===== config.mk =====
export PLATFORM = sky130hd
export DESIGN_NAME = comparador_serial_izq_der
export DESIGN_NICKNAME = d
export VERILOG_FILES = /design/src/rtl/comparador_pkg.sv /design/src/rtl/celda_comparadora.sv /design/src/rtl/comparador_serial_izq_der.sv
export SDC_FILE = /design/constraint.sdc
export NUM_CORES = 1
export LEC_CHECK = 0
export BUFFER_PORTS_ARGS = -buffer_cell sky130_fd_sc_hd__buf_2
export CAP_MARGIN = 20
export CORE_ASPECT_RATIO = 0.9
export CORE_MARGIN = 10
export CORE_UTILIZATION = 48
export CTS_BUF_LIST = sky130_fd_sc_hd__clkbuf_4 sky130_fd_sc_hd__clkbuf_8
export DETAILED_ROUTE_END_ITERATION = 8
export PLACE_DENSITY = 0.71
export SETUP_SLACK_MARGIN = 0.4
export SLEW_MARGIN = 20
export SYNTH_ARGS = -nofsm -noshare
export SYNTH_HDL_FRONTEND = slang
export SYNTH_HIERARCHICAL = 1
export SYNTH_SLANG_ARGS = --single-unit
export TNS_END_PERCENT = 30

===== constraint.sdc =====
create_clock -name clk_i -period 3 [get_ports clk_i]
set_input_delay 0.45 -clock clk_i [delete_from_list [all_inputs] [get_ports clk_i]]
set_output_delay 0.45 -clock clk_i [all_outputs]
set_load 0.005 [all_outputs]

===== src/rtl/comparador_pkg.sv =====
// Shared types for the MSB-first serial comparator: FSM states, running decision,
// relational mode and the decision-to-Zout mapping.
package comparador_pkg;

  typedef enum logic [1:0] {
    StIdle = 2'b00,
    StRun  = 2'b01,
    StDone = 2'b10
  } state_e;

  typedef enum logic [1:0] {
    DecEq = 2'b00,
    DecGt = 2'b01,
    DecLt = 2'b10
  } decision_e;

  typedef enum logic [1:0] {
    ModeLe = 2'b00,
    ModeLt = 2'b01,
    ModeEq = 2'b10,
    ModeGe = 2'b11
  } mode_e;

  function automatic logic zout_f(input decision_e dec, input mode_e mode);
    logic z;
    z = 1'b0;
    case (mode)
      ModeLe:  z = (dec == DecLt) || (dec == DecEq);
      ModeLt:  z = (dec == DecLt);
      ModeEq:  z = (dec == DecEq);
      ModeGe:  z = (dec == DecGt) || (dec == DecEq);
      default: z = 1'b0;
    endcase
    return z;
  endfunction

endpackage


===== src/rtl/celda_comparadora.sv =====
// Combinational K-bit digit cell: a resolved (GT/LT) decision passes through unchanged,
// an EQ decision is refined by unsigned comparison of the current digits.
module celda_comparadora
  import comparador_pkg::*;
#(
  parameter int unsigned K = 1
) (
  input  decision_e      dec_i,
  input  logic [K-1:0]   a_dig_i,
  input  logic [K-1:0]   b_dig_i,
  output decision_e      dec_o
);

  always_comb begin
    dec_o = dec_i;
    if (dec_i == DecEq) begin
      if (a_dig_i > b_dig_i) begin
        dec_o = DecGt;
      end else if (a_dig_i < b_dig_i) begin
        dec_o = DecLt;
      end
    end
  end

endmodule


===== src/rtl/comparador_serial_izq_der.sv =====
// Serial MSB-first comparator scanning K bits per clock through one reusable cell.
// Define COMPARADOR_SALIDA_TEMPRANA_EN to finish as soon as the decision is resolved.
module comparador_serial_izq_der
  import comparador_pkg::*;
#(
  parameter int unsigned N = 15,
  parameter int unsigned K = 1
) (
  input  logic         clk_i,
  input  logic         rst_ni,
  input  logic         start_i,
  input  logic [1:0]   mode_i,
  input  logic [N-1:0] a_i,
  input  logic [N-1:0] b_i,
  output logic         busy_o,
  output logic         done_o,
  output logic         zout_o,
  output logic         gt_o,
  output logic         eq_o
);

  localparam int unsigned D    = (N + K - 1) / K;
  localparam int unsigned W    = D * K;
  localparam int unsigned IdxW = (D > 1) ? $clog2(D) : 1;
  localparam logic [IdxW-1:0] IdxLast = IdxW'(D - 1);

  state_e          state_q;
  logic [W-1:0]    a_q, b_q;
  mode_e           mode_q;
  decision_e       dec_q, dec_d;
  logic [IdxW-1:0] idx_q;
  logic            busy_q, done_q, zout_q, gt_q, eq_q;
  logic            fin;

  // Operands shift left each RUN cycle, so the current digit is always the top K bits.
  celda_comparadora #(
    .K(K)
  ) u_celda (
    .dec_i  (dec_q),
    .a_dig_i(a_q[W-1 -: K]),
    .b_dig_i(b_q[W-1 -: K]),
    .dec_o  (dec_d)
  );

`ifdef COMPARADOR_SALIDA_TEMPRANA_EN
  assign fin = (idx_q == '0) || (dec_d != DecEq);
`else
  assign fin = (idx_q == '0);
`endif

  always_ff @(posedge clk_i or negedge rst_ni) begin
    if (!rst_ni) begin
      state_q <= StIdle;
      a_q     <= '0;
      b_q     <= '0;
      mode_q  <= ModeLe;
      dec_q   <= DecEq;
      idx_q   <= '0;
      busy_q  <= 1'b0;
      done_q  <= 1'b0;
      zout_q  <= 1'b0;
      gt_q    <= 1'b0;
      eq_q    <= 1'b0;
    end else begin
      unique case (state_q)
        StIdle: begin
          if (start_i) begin
            a_q     <= W'(a_i);
            b_q     <= W'(b_i);
            mode_q  <= mode_e'(mode_i);
            dec_q   <= DecEq;
            idx_q   <= IdxLast;
            busy_q  <= 1'b1;
            state_q <= StRun;
          end
        end
        StRun: begin
          dec_q <= dec_d;
          a_q   <= a_q << K;
          b_q   <= b_q << K;
          idx_q <= idx_q - IdxW'(1);
          if (fin) begin
            state_q <= StDone;
            done_q  <= 1'b1;
            zout_q  <= zout_f(dec_d, mode_q);
            gt_q    <= (dec_d == DecGt);
            eq_q    <= (dec_d == DecEq);
          end
        end
        StDone: begin
          done_q  <= 1'b0;
          busy_q  <= 1'b0;
          state_q <= StIdle;
        end
        default: state_q <= StIdle;
      endcase
    end
  end

  assign busy_o = busy_q;
  assign done_o = done_q;
  assign zout_o = zout_q;
  assign gt_o   = gt_q;
  assign eq_o   = eq_q;

endmodule


==> impl_metrics.csv <==
group,metric,value,unit
setup_path,worstPathCellList,"inv_1 -> ha_1 -> nor3b_1 -> and2_4 -> mux2_4",
floorplanning,row_count,22,
clocking,insertion_delay,0.29,ns
logic_synthesis,avgSynthCellArea,9.881,um^2
power,irDropWorstVdd,389.9,uV
floorplanning,die-height,81.63,um
final_layout,area_growth,15.26,%
flow_run,drv_cap,0,
sta,fin_worst_skew,0.005926,ns
sta,period_needed,1.646,ns
clocking,cts_tree,"done",
clocking,post_cts_resized,0,
clocking,cts_made_buffers,5,
setup_path,crit_type,"flip-flop to flip-flop",
route,drt-total-wl,4173,um
final_layout,final_nets,283,
clocking,clkSinkCount,45,
setup_path,max_stage_delay,0.41,ns
placed_design,hpwl,2752,um
floorplanning,core_region_area,4074,um^2
logic_synthesis,ys_seq_elements,45,
logic_synthesis,yosys-top-cells-count,"69 x nand2_1, 45 x dfrtp_1, 28 x a22oi_1",
clocking,cts_max_level,2,
sta,hold_violations,0,
route,drcViolationCount,0,
setup_path,reg2reg_from,"idx_q[0]",
logic_synthesis,syn_inst,205,
clocking,cts_root_buf,"clkbuf_8",
sta,setup_viol,0,
logic_synthesis,synth_top_area_cell,"dfrtp_1",
route,vias,1511,
power,cellPowerDensity,928.3,nW/um^2
setup_path,worstSetupStartpoint,"idx_q[0]",
grt,grt.overflow.total,0,
route,via_per_inst,5.210,
setup_path,crit_path_start_kind,"flip-flop",
floorplanning,dieArea,7222,um^2
logic_synthesis,synth_edf_count,0,
floorplanning,fp.dieW,88.48,um
grt,antenna_found_initial,0,
route,drt-initial-drc-count,166,
setup_path,critPathRequiredTime,3.18,ns
clocking,clkTransAtPathRegs,0.08,ns
logic_synthesis,synthDistinctLibCells,25,
sta,grt_setup_unrepaired,"no",
logic_synthesis,synth_top_area_share,55.59,%
logic_synthesis,synth.most_common_cell,"nand2_1",
logic_synthesis,syn-num-nets,246,
logic_synthesis,async_flop_share,100.0,%
logic_synthesis,synth_warnings,6,
floorplanning,ios,40,
setup_path,slowest_stage,"dfrtp_1",
sta,setup_tns,0,ns
sta,maxSlewHeadroom,34.63,%
floorplanning,initial_core_util,49.72,%
sta,fmaxAchievable,607.4,MHz
grt,grt_pass1_vias,1492,
grt,grt_pass1_wl,6955,um
clocking,cts_hold_buf,0,
setup_path,crit_fanout,5,
setup_path,cp-end-kind,"flip-flop",
route,firstDrtPassIters,4,
route,antenna_left,0,
power,p_leak,1.192,nW
logic_synthesis,synthTopCellsByArea,"dfrtp_1 56%, nand2_1 13%, a22oi_1 10%, ha_1 3.7%, buf_2 2.2%",
logic_synthesis,synth_ff_type,"dfrtp_1",
setup_path,arrival,1.83,ns
clocking,cts_buffer_depth,2,
final_layout,n_antenna_cell,0,
hold_path,worstHoldPathType,"primary input to asynchronous set/reset pin",
run_status,status,"complete, no violations",
sta,worstMarginPinSlew,0.9805,ns
logic_synthesis,synth-seq-area-share,55.59,%
sta,min_period_over_period,54.87,%
clocking,post_cts_buffers,0,
placed_design,gp_congestion,0.7507,
route,routedWlPerCell,14.39,um
placed_design,numPortBuffers,39,
sta,hold_ws,0.3152,ns
logic_synthesis,syn_area,2026,um^2
sta,maxSlewViolCount,0,
grt,grt_use_total,12.10,%
final_layout,drive_above_1_share,23.14,%
grt,grt_max_degree,46,
setup_path,cpLargestDelayFamily,"simple AND/OR/NAND/NOR gates",
setup_path,worst-path-buf-inv,1,
-- per-layer routing --
metal  wire, um  GRT usage [%]  vias to the layer above
met5          0              0                        -
met4         47          4.355                        0
met3        240          4.154                        5
met2       1799          18.10                       32
met1       2086          15.95                      705
li1           -              -                      769
-- state kept, by name (all words and copies together) (netlist names) --
register,flops
state_q,2
idx_q,4
mode_q,2
b_q,15
done_o,1
gt_o,1
busy_o,1
zout_o,1
eq_o,1
a_q,15
dec_q,2
-- final cells by class --
cell class                 instances  area, um^2
fill                             355        1739
sequential                        45        1126
multi-input combinational        142       818.3
timing repair buffer              42       217.7
clock buffer                       7       90.09
tap                               48       60.06
inverter                           6       22.52
-- final timing paths --
check / cells after the start / slack (ns) / to
max: 5 / 1.35 / gt_o
min: 1 / 0.32 / busy_o
max reg2reg: 5 / 1.35 / gt_o
min reg2reg: 2 / 0.48 / b_q[12]
max in group asynchronous: 1 / 2.08 / b_q[9]
min in group clk_i: 3 / 0.36 / mode_q[0]
-- cell families (layout without fill, tap and decap cells) --
group | after synthesis | after routing | synth area share [%]
adder cells (fa/ha/maj) | 6 | 6 | 3.706
buffers and inverters | 18 | 55 | 4.632
AND/OR/NAND/NOR | 83 | 83 | 17.30
AO/OA/AOI/OAI | 51 | 51 | 17.29
multiplexers | 2 | 2 | 1.482
flip-flops | 45 | 45 | 55.59
-- per-stage QoR --
step	instance area, um^2	power (mW)	setup slack [ns]	utilization, %	cells
after detailed placement	2245	1.800	1.363	55.10	283
after CTS	2335	2.190	1.355	57.31	290
after global placement	2245	1.780	1.409	55.10	283
after global routing	2335	2.348	1.210	57.31	290
after floorplan	2026	1.588	1.431	-	205
final	2335	2.167	1.354	57.31	290
-- report_power, final --
part	switching, mW	internal [mW]	total [mW]
registers	0.155	0.860	1.01
logic	0.431	0.340	0.771
clock network	0.189	0.192	0.381
total	0.775	1.39	2.17
-- layout by cell type (no fill, tap or decap), types with 2 or more instances in the layout --
cell type and instances:
nand2_1 69, dfrtp_1 45, buf_2 39, a22oi_1 28
o21ai_0 9, inv_1 6, ha_1 6, clkbuf_8 6
nand2b_1 3, a31oi_1 3, a21oi_1 3, a21o_1 3
buf_4 3, nor3_1 2, a211oi_1 2, mux2_4 2
nor2_1 2
Power figures use the tool's default switching activity.
